### src/rtl/eth_pkg.sv
// Shared definitions for the Ethernet receive framer: FSM encoding, CRC-32
// constants, preamble/SFD bytes and status error-bit positions.
package eth_pkg;

  typedef enum logic [1:0] {
    IDLE     = 2'd0,
    PREAMBLE = 2'd1,
    DATA     = 2'd2,
    DROP     = 2'd3
  } rx_state_t;

  localparam logic [31:0] CRC_POLY    = 32'hEDB88320;
  localparam logic [31:0] CRC_INIT    = 32'hFFFFFFFF;
  localparam logic [31:0] CRC_RESIDUE = 32'hDEBB20E3;

  localparam logic [7:0] PREAMBLE_BYTE = 8'h55;
  localparam logic [7:0] SFD_BYTE      = 8'hD5;

  localparam int ERR_CRC   = 0;
  localparam int ERR_LEN   = 1;
  localparam int ERR_ALIGN = 2;

endpackage

### src/rtl/eth_crc32_byte.sv
// Combinational one-byte step of the reflected CRC-32 (LSB-first bit order).
module eth_crc32_byte
  import eth_pkg::*;
(
  input  logic [31:0] crc,
  input  logic [7:0]  data,
  output logic [31:0] crc_next
);

  always_comb begin
    crc_next = crc ^ {24'd0, data};
    for (int i = 0; i < 8; i++) begin
      crc_next = crc_next[0] ? ((crc_next >> 1) ^ CRC_POLY) : (crc_next >> 1);
    end
  end

endmodule

### src/rtl/eth_rx_framer.sv
// RMII/MII receive framer: preamble/SFD detection, byte assembly, CRC-32 check,
// optional FCS stripping, length/error status and good/bad frame counters.
module eth_rx_framer
  import eth_pkg::*;
#(
  parameter int MII_WIDTH = 2,
  parameter int MAX_LEN   = 1518,
  parameter int MIN_LEN   = 64,
  parameter bit STRIP_FCS = 1'b1
) (
  input  logic                 Clk,
  input  logic                 Rst_n,
  input  logic                 Rx_Dv,
  input  logic [MII_WIDTH-1:0] Rxd,
  input  logic                 Rx_Er,
  output logic [7:0]           Rx_Data,
  output logic                 Rx_Valid,
  output logic                 Rx_Sof,
  output logic                 Rx_Done,
  output logic                 Rx_Good,
  output logic [2:0]           Rx_Err_Code,
  output logic [15:0]          Rx_Len,
  output logic [15:0]          Frame_Cnt,
  output logic [15:0]          Err_Cnt
);

  localparam logic [MII_WIDTH-1:0] PRE_SYM   = PREAMBLE_BYTE[MII_WIDTH-1:0];
  localparam logic [MII_WIDTH-1:0] SFD_SYM   = SFD_BYTE[7 -: MII_WIDTH];
  localparam logic [2:0]           LAST_BEAT = 3'(8 / MII_WIDTH - 1);

  rx_state_t   state_reg, state_next;
  logic [2:0]  beat_reg;
  logic [7:0]  shift_reg;
  logic [31:0] crc_reg, crc_next;
  logic [15:0] byte_cnt_reg, len_reg, pend_len_reg;
  logic [7:0]  pipe_reg [4];
  logic [2:0]  fill_reg;
  logic        sof_pend_reg, drop_report_reg, done_pend_reg;
  logic [2:0]  err_reg, pend_err_reg, end_err, drop_err;

  logic [7:0] byte_full;
  logic in_data, data_beat, byte_done, over_max, accept;
  logic frame_end, drop_end, er_abort, len_bad, start_frame;

  assign byte_full   = {Rxd, shift_reg[7:MII_WIDTH]};
  assign in_data     = (state_reg == DATA);
  assign data_beat   = in_data && Rx_Dv && !Rx_Er;
  assign byte_done   = data_beat && (beat_reg == LAST_BEAT);
  assign over_max    = byte_done && (byte_cnt_reg >= 16'(MAX_LEN));
  assign accept      = byte_done && !over_max;
  assign er_abort    = in_data && Rx_Dv && Rx_Er;
  assign frame_end   = in_data && !Rx_Dv;
  assign drop_end    = (state_reg == DROP) && !Rx_Dv && drop_report_reg;
  assign start_frame = (state_reg == PREAMBLE) && (state_next == DATA);
  assign len_bad     = (byte_cnt_reg < 16'(MIN_LEN)) || (byte_cnt_reg > 16'(MAX_LEN));

  always_comb begin
    end_err            = err_reg;
    end_err[ERR_CRC]   = err_reg[ERR_CRC] | (crc_reg != CRC_RESIDUE);
    end_err[ERR_LEN]   = err_reg[ERR_LEN] | len_bad;
    end_err[ERR_ALIGN] = err_reg[ERR_ALIGN] | (beat_reg != 3'd0);
    drop_err           = err_reg;
    drop_err[ERR_LEN]  = err_reg[ERR_LEN] | len_bad;
  end

  eth_crc32_byte u_crc (
    .crc      (crc_reg),
    .data     (byte_full),
    .crc_next (crc_next)
  );

  always_ff @(posedge Clk or negedge Rst_n) begin
    if (!Rst_n) state_reg <= IDLE;
    else        state_reg <= state_next;
  end

  always_comb begin
    state_next = state_reg;
    case (state_reg)
      IDLE:     if (Rx_Dv && Rxd == PRE_SYM) state_next = PREAMBLE;
      PREAMBLE: begin
        if (!Rx_Dv)              state_next = IDLE;
        else if (Rxd == PRE_SYM) state_next = PREAMBLE;
        else if (Rxd == SFD_SYM) state_next = DATA;
        else                     state_next = DROP;
      end
      DATA: begin
        if (!Rx_Dv)                  state_next = IDLE;
        else if (Rx_Er || over_max)  state_next = DROP;
      end
      DROP:     if (!Rx_Dv) state_next = IDLE;
      default:  state_next = IDLE;
    endcase
  end

  // FCS holding pipeline: stage 3 is the oldest byte, delivered once four are held.
  genvar gi;
  generate
    for (gi = 0; gi < 4; gi++) begin : g_pipe
      if (gi == 0) begin : g_head
        always_ff @(posedge Clk or negedge Rst_n) begin
          if (!Rst_n)      pipe_reg[gi] <= '0;
          else if (accept) pipe_reg[gi] <= byte_full;
        end
      end else begin : g_tail
        always_ff @(posedge Clk or negedge Rst_n) begin
          if (!Rst_n)      pipe_reg[gi] <= '0;
          else if (accept) pipe_reg[gi] <= pipe_reg[gi-1];
        end
      end
    end
  endgenerate

  always_ff @(posedge Clk or negedge Rst_n) begin
    if (!Rst_n) begin
      beat_reg <= '0; shift_reg <= '0; crc_reg <= CRC_INIT;
      byte_cnt_reg <= '0; len_reg <= '0; fill_reg <= '0; err_reg <= '0;
      sof_pend_reg <= 1'b0; drop_report_reg <= 1'b0; done_pend_reg <= 1'b0;
      pend_err_reg <= '0; pend_len_reg <= '0;
      Rx_Data <= '0; Rx_Valid <= 1'b0; Rx_Sof <= 1'b0; Rx_Done <= 1'b0;
      Rx_Good <= 1'b0; Rx_Err_Code <= '0; Rx_Len <= '0;
      Frame_Cnt <= '0; Err_Cnt <= '0;
    end else begin
      Rx_Valid      <= 1'b0;
      Rx_Sof        <= 1'b0;
      Rx_Done       <= 1'b0;
      done_pend_reg <= 1'b0;

      if (start_frame) begin
        beat_reg <= '0; shift_reg <= '0; crc_reg <= CRC_INIT;
        byte_cnt_reg <= '0; len_reg <= '0; fill_reg <= '0; err_reg <= '0;
        sof_pend_reg <= 1'b1;
      end

      if (data_beat) begin
        shift_reg <= byte_full;
        beat_reg  <= (beat_reg == LAST_BEAT) ? 3'd0 : beat_reg + 3'd1;
      end

      if (accept) begin
        crc_reg      <= crc_next;
        byte_cnt_reg <= byte_cnt_reg + 16'd1;
        if (!STRIP_FCS || fill_reg == 3'd4) begin
          Rx_Data      <= STRIP_FCS ? pipe_reg[3] : byte_full;
          Rx_Valid     <= 1'b1;
          Rx_Sof       <= sof_pend_reg;
          sof_pend_reg <= 1'b0;
          if (len_reg < 16'(MAX_LEN)) len_reg <= len_reg + 16'd1;
        end
        if (fill_reg != 3'd4) fill_reg <= fill_reg + 3'd1;
      end

      if (er_abort) err_reg[ERR_ALIGN] <= 1'b1;
      if (over_max) err_reg[ERR_LEN]   <= 1'b1;

      // Only drops out of DATA owe the host an end-of-frame status.
      if (state_reg == PREAMBLE)             drop_report_reg <= 1'b0;
      else if (in_data && state_next == DROP) drop_report_reg <= 1'b1;

      if (frame_end || drop_end) begin
        done_pend_reg <= 1'b1;
        pend_err_reg  <= frame_end ? end_err : drop_err;
        pend_len_reg  <= len_reg;
      end

      if (done_pend_reg) begin
        Rx_Done     <= 1'b1;
        Rx_Good     <= (pend_err_reg == 3'd0);
        Rx_Err_Code <= pend_err_reg;
        Rx_Len      <= pend_len_reg;
        if (pend_err_reg == 3'd0) begin
          if (Frame_Cnt != 16'hFFFF) Frame_Cnt <= Frame_Cnt + 16'd1;
        end else begin
          if (Err_Cnt != 16'hFFFF) Err_Cnt <= Err_Cnt + 16'd1;
        end
      end
    end
  end

endmodule

### config.mk
export PLATFORM = sky130hd
export DESIGN_NAME = eth_rx_framer
export DESIGN_NICKNAME = d
export VERILOG_FILES = /design/src/rtl/eth_pkg.sv /design/src/rtl/eth_crc32_byte.sv /design/src/rtl/eth_rx_framer.sv
export SDC_FILE = /design/constraint.sdc
export NUM_CORES = 1
export LEC_CHECK = 0
export ABC_AREA = 1
export CORE_ASPECT_RATIO = 0.9
export CORE_MARGIN = 2
export CORE_UTILIZATION = 50
export DETAILED_ROUTE_END_ITERATION = 8
export MAX_ROUTING_LAYER = met4
export PLACE_DENSITY = 0.8
export SLEW_MARGIN = 20
export SYNTH_ARGS = -nofsm -noshare
export SYNTH_HDL_FRONTEND = slang
export SYNTH_SLANG_ARGS = --single-unit
### constraint.sdc
create_clock -name Clk -period 4.4 [get_ports Clk]
set_clock_uncertainty 0.05 [all_clocks]
set_input_delay 0.66 -clock Clk [delete_from_list [all_inputs] [get_ports Clk]]
set_output_delay 0.66 -clock Clk [all_outputs]
set_load 0.01 [all_outputs]
==> results.json, run 1 <==
{
  "ir_worst_vdd_mv": 0.448,
  "die_area_sq_um": 20900,
  "r2r_setup_slack_ns": 1.55,
  "dr.pass1.iters": 6,
  "yosys_register_bits": 197,
  "crit_start": "Rx_Dv",
  "cts_htree_levels": 4,
  "cp_max_fo": 43,
  "r2r_start": "done_pend_reg",
  "post-route-util_pct": 58.5,
  "insertion_delay_ns": 0.45,
  "start_kind": "primary input",
  "nets": 1277,
  "use_met1_pct": 28.3,
  "powerDensity_nw_per_um2": 555,
  "final_cells": 1526,
  "grt-busiest-layer": "met2",
  "synth-simple-area-share_pct": 28.9,
  "ys_warn_count": 0,
  "synth_top_family_by_area": "simple AND/OR/NAND/NOR gates",
  "dp_hpwl_mm": 14.0,
  "fmax_ghz": 0.343,
  "ctsResizeCount": 0,
  "timing.final.ws_setup_ns": 1.48,
  "synth-compound-area-share_pct": 5.00,
  "numCtsBuffers": 17,
  "power.leakage_nw": 5.46,
  "use_met3_pct": 3.96,
  "synth_fa_ha_area_share_pct": 1.01,
  "path_class": "primary input to flip-flop",
  "ys_seq_area_share_pct": 50.4,
  "endpoint": "len_reg[10]",
  "crit_arrival_ns": 3.24,
  "grt_max_degree": 90,
  "rows": 48,
  "clk_pin_slew_ns": 0.08,
  "hold_viol": 0,
  "drv_cap": 0,
  "async_reset_ff_share_pct": 100,
  "post-cts-setup-buffers": 0,
  "via_count": 7912,
  "cts_hold_buf": 0,
  "syn_to_final_growth_pct": 14.4,
  "fin_tns_setup_ns": 0,
  "status": "complete, no violations",
  "required_ns": 4.73,
  "cts_root_buffer": "clkbuf_16",
  "post-route-period-util_pct": 66.3,
  "slew_viol_final": 0,
  "diodes": 0,
  "slew_headroom_pct": 46.6,
  "detail_route.iter0.violations": 679,
  "post-place-ws_ns": 1.02,
  "worst_pin_slew_ns": 0.801,
  "netlist_instances": 1210,
  "synth-main-ff-cell": "dfrtp_1",
  "synth_cell_types": 42,
  "cts_tree": "built",
  "end_kind": "flip-flop",
  "synth_edf_count": 0,
  "syn_avg_cell_area_sq_um": 8.15,
  "ioPinCount": 69,
  "rsz0062_at_grt": "false",
  "overflow": 0,
  "postRouteWirelength_mm": 20.9,
  "setup_viol": 0,
  "netlist_area_sq_um": 9860,
  "initial_utilization_pct": 51.2,
  "ant_nets": 0,
  "grtUsageTotal_pct": 21.5,
  "synth_xor_xnor_area_share_pct": 7.80,
  "post-route-min-period_ns": 2.92,
  "reg2reg_to": "Frame_Cnt[9]",
  "io_buffers": 68,
  "finalPower_mw": 6.26,
  "grt_pass1_vias": 7620,
  "antenna_found_initial": 0,
  "dp.cells": 1494,
  "synthMuxAreaShare_pct": 0,
  "drc": 0,
  "die_w_microns": 152,
  "wl_per_cell_microns": 13.7,
  "die_y_microns": 137,
  "core_region_area_sq_um": 19300,
  "post_route_cells_drive_above_1_share_pct": 8.07,
  "hp-class": "primary input to asynchronous set/reset pin",
  "ff2ff_path_depth": 7,
  "syn_nets": 1224,
  "grt_pass1_wl_mm": 35.8,
  "cts_buffer_depth": 2,
  "grt_use_met2_pct": 34.8,
  "gp_congestion": 0.898,
  "vias_per_cell": 5.18,
  "cts.sinks": 197
}
[routing by layer]
layer | up-vias | wire length (microns)
met1 | 3731 | 9580
met2 | 229 | 9970
li1 | 3929 | -
met3 | 23 | 1070
met5 | - | 0
met4 | 0 | 252
[synth_stat cells, types with 2 or more instances]
library cell | n | share of area, %
nand2_1 | 429 | 16
dfrtp_1 | 165 | 42
nand3_1 | 122 | 6.2
inv_1 | 111 | 4.2
xor2_1 | 60 | 5.3
nor2_1 | 57 | 2.2
o21ai_0 | 49 | 2.5
dfstp_2 | 32 | 8.5
o21ai_1 | 31 | 1.6
nor3_1 | 17 | 0.86
xnor2_1 | 16 | 1.4
clkbuf_1 | 13 | 0.49
buf_2 | 12 | 0.61
nand4_1 | 12 | 0.76
a21oi_1 | 11 | 0.56
ha_1 | 8 | 1.0
nor4_1 | 8 | 0.51
buf_4 | 7 | 0.53
nand2_2 | 7 | 0.44
buf_6 | 5 | 0.57
or2_2 | 5 | 0.32
inv_2 | 4 | 0.15
buf_1 | 3 | 0.11
nor2_2 | 3 | 0.19
clkinv_1 | 2 | 0.076
nand3_2 | 2 | 0.20
nand3b_1 | 2 | 0.15
nor2_4 | 2 | 0.23
xor2_2 | 2 | 0.33
[worst max-delay path, stage by stage]
cell,delay [ns]
clkdlybuf4s50_1,0.55
nand2_1,0.11
inv_2,0.10
nand2_2,0.19
nor2_4,0.18
nand3_4,0.37
nor2_4,0.43
nand2_2,0.28
o21ai_1,0.20
nand2_1,0.06
inv_1,0.08
[power breakdown]
| part | internal [mW] | total [mW] | leakage [nW] | switching (mW) |
|---|---|---|---|---|
| combinational | 0.839 | 2.21 | 2.62 | 1.37 |
| clock | 0.770 | 1.56 | 0.291 | 0.790 |
| sequential | 2.21 | 2.49 | 2.55 | 0.284 |
[cells by family after synthesis]
group | count (synthesis)
flip-flops | 197
AO/OA/AOI/OAI | 96
adder cells (fa/ha/maj) | 8
XOR/XNOR | 81
AND/OR/NAND/NOR | 670
buffers and inverters | 158
[cells in the final DEF (no fill, tap or decap), types with 31 or more instances in the layout]
cell               n
dfstp_2           32
xor2_1            60
dfrtp_1          165
nand2_1          429
inv_1            111
o21ai_1           31
nand3_1          122
o21ai_0           49
clkdlybuf4s50_1   67
nor2_1            57
[stage by stage]
| stage | cell area, sq um | hold WS (ns) |
|---|---|---|
| global route | 11300 | 0.264 |
| finish | 11300 | 0.186 |
| global placement | 10700 | 0.404 |
| CTS | 11300 | 0.245 |
| floorplan | 9860 | 0.299 |
| detailed placement | 10700 | 0.408 |
[worst min-delay path by stage]
stage,startpoint,cells past startpoint,to,slack [ns]
6_report,Rst_n,1,Frame_Cnt[13],0.19
3_3_place_gp,Rx_Len[2],2,Rx_Len[2],0.40
2_1_floorplan,done_pend_reg,0,Rx_Done,0.30
4_1_cts,Rst_n,1,Frame_Cnt[13],0.24
3_5_place_dp,Rx_Data[7],2,Rx_Data[7],0.41
5_1_grt,Rst_n,1,Frame_Cnt[13],0.26
[cell type report]
cell class / instances / area (sq um)
Timing Repair Buffer: 75 / 749
Clock buffer: 17 / 425
Fill cell: 1627 / 7990
Inverter: 117 / 439
Tap cell: 250 / 313
Clock inverter: 15 / 180
Multi-Input combinational cell: 855 / 4210
Sequential cell: 197 / 4970
(Power assumes the default switching activity.)
==> run 2, diff against run 1 <==
clock period = 2.99 ns   (was 4.4 ns; I/O delays follow)
==> run 2 against run 1 <==
Combinational power rose by 47%. Final cell count rose by 0.46%. Power rose by 49%. Critical path depth down 1. Register-to-register slack got worse by 0.77 ns. Clock-buffer cell count is the same. Global-route usage grew 0.12 points. Non-clock buffer count up 7. Sequential cell count stayed put. Critical path type unchanged. Highest routed layer unchanged.
==> results.json, run 2 (same netlist as run 1, synthesis figures left out) <==
{
  "die_y_microns": 137,
  "crit_arrival_ns": 2.57,
  "post-cts-setup-buffers": 0,
  "nets": 1284,
  "via_count": 8086,
  "post_route_cells_drive_above_1_share_pct": 8.57,
  "path_class": "primary input to flip-flop",
  "r2r_start": "state_reg[0]",
  "io_buffers": 68,
  "drv_cap": 0,
  "status": "complete, no violations",
  "fmax_ghz": 0.432,
  "ioPinCount": 69,
  "gp_congestion": 0.910,
  "cts_htree_levels": 4,
  "rsz0062_at_grt": "false",
  "drc": 0,
  "cp_max_fo": 22,
  "ant_nets": 0,
  "dp_hpwl_mm": 14.2,
  "finalPower_mw": 9.31,
  "cts_hold_buf": 0,
  "grt_pass1_wl_mm": 36.0,
  "hold_slack_ns": 0.0194,
  "fin_tns_setup_ns": 0,
  "insertion_delay_ns": 0.43,
  "grt_pass1_vias": 7476,
  "slew_headroom_pct": 46.9,
  "core_region_area_sq_um": 19300,
  "cts_buffer_depth": 2,
  "post-route-min-period_ns": 2.31,
  "ctsResizeCount": 0,
  "wl_per_cell_microns": 13.7,
  "worst_pin_slew_ns": 0.796,
  "die_w_microns": 152,
  "start_kind": "primary input",
  "postRouteWirelength_mm": 21.0,
  "setup_viol": 0,
  "slew_viol_final": 0,
  "final_common_cell": "nand2_1",
  "hp-class": "primary input to asynchronous set/reset pin",
  "required_ns": 3.24,
  "diodes": 0,
  "hold_viol": 0,
  "grtUsageTotal_pct": 21.6,
  "antenna_found_initial": 0,
  "powerDensity_nw_per_um2": 817,
  "end_kind": "flip-flop",
  "ir_worst_vdd_mv": 0.615,
  "vias_per_cell": 5.27,
  "detail_route.iter0.violations": 665,
  "syn_to_final_growth_pct": 15.5,
  "numCtsBuffers": 17,
  "overflow": 0,
  "clk_pin_slew_ns": 0.08,
  "grt_max_degree": 100,
  "dr.pass1.iters": 6,
  "reg2reg_to": "len_reg[3]",
  "cts_tree": "built",
  "ff2ff_path_depth": 8,
  "cts_root_buffer": "clkbuf_16",
  "post-route-period-util_pct": 77.4,
  "layout_common_cells": "429 x nand2_1, 165 x dfrtp_1, 122 x nand3_1, 111 x inv_1, 67 x clkdlybuf4s50_1",
  "initial_utilization_pct": 51.2,
  "power.leakage_nw": 5.51,
  "r2r_setup_slack_ns": 0.78,
  "cts.sinks": 197,
  "rows": 48,
  "die_area_sq_um": 20900
}
## run 2: cell count changes in the layout (fill, tap and decap cells not counted), sizes merged
| cell | before | now |
|---|---|---|
| clkinvlp | 1 | 3 |
| inv | 121 | 123 |
| clkinv | 10 | 4 |
| buf | 7 | 14 |
| bufinv | 0 | 2 |
## run 2: critical path, cell delays in order
cell	delay [ns]
clkdlybuf4s50_1	0.56
nand2_1	0.11
inv_2	0.10
nand2_2	0.08
nor2_4	0.12
nand3_4	0.28
nor2_4	0.36
nand2_2	0.27
nand3_1	0.16
o21ai_1	0.08
## run 2: power by group
part | total (mW) | switching (mW) | internal, mW
Clock | 2.38 | 1.11 | 1.27
Sequential | 3.68 | 0.427 | 3.25
Combinational | 3.25 | 2.00 | 1.25
## run 2: area by class of cell
cell class / instances / area (sq um)
clock buffers: 17 / 425
flip-flops and latches: 197 / 4970
inverters: 117 / 439
fillers: 1639 / 7890
multi-input cells: 855 / 4210
well taps: 250 / 313
repair buffers: 82 / 852
clock inverters: 15 / 184
## run 2: worst max path at each step
stage,slack [ns],endpoint,from,cells past startpoint
6_report,0.68,len_reg[3],Rx_Dv,10
5_1_grt,0.48,len_reg[10],Rx_Dv,11
4_1_cts,0.70,len_reg[3],Rx_Dv,10
3_5_place_dp,0.26,len_reg[10],Rx_Dv,11
3_3_place_gp,0.33,len_reg[10],Rx_Dv,11
2_1_floorplan,1.31,len_reg[9],byte_cnt_reg[14],12
## run 2: metal layers
| layer | GRT usage, % | share of wire, % |
|---|---|---|
| met1 | 29.2 | 46 |
| met2 | 33.9 | 48 |
| met3 | 4.15 | 4.9 |
| met4 | 6.23 | 1.5 |
| met5 | - | 0 |
## run 2: per-stage QoR
| step | setup WS, ns | instances | utilization (%) | instance area, sq um |
|---|---|---|---|---|
| after floorplan | 1.31 | 1210 | - | 9860 |
| after global placement | 0.327 | 1501 | 55.9 | 10800 |
| after detailed placement | 0.261 | 1501 | 55.9 | 10800 |
| after CTS | 0.704 | 1533 | 59.1 | 11400 |
| after global routing | 0.481 | 1533 | 59.1 | 11400 |
| final | 0.676 | 1533 | 59.1 | 11400 |
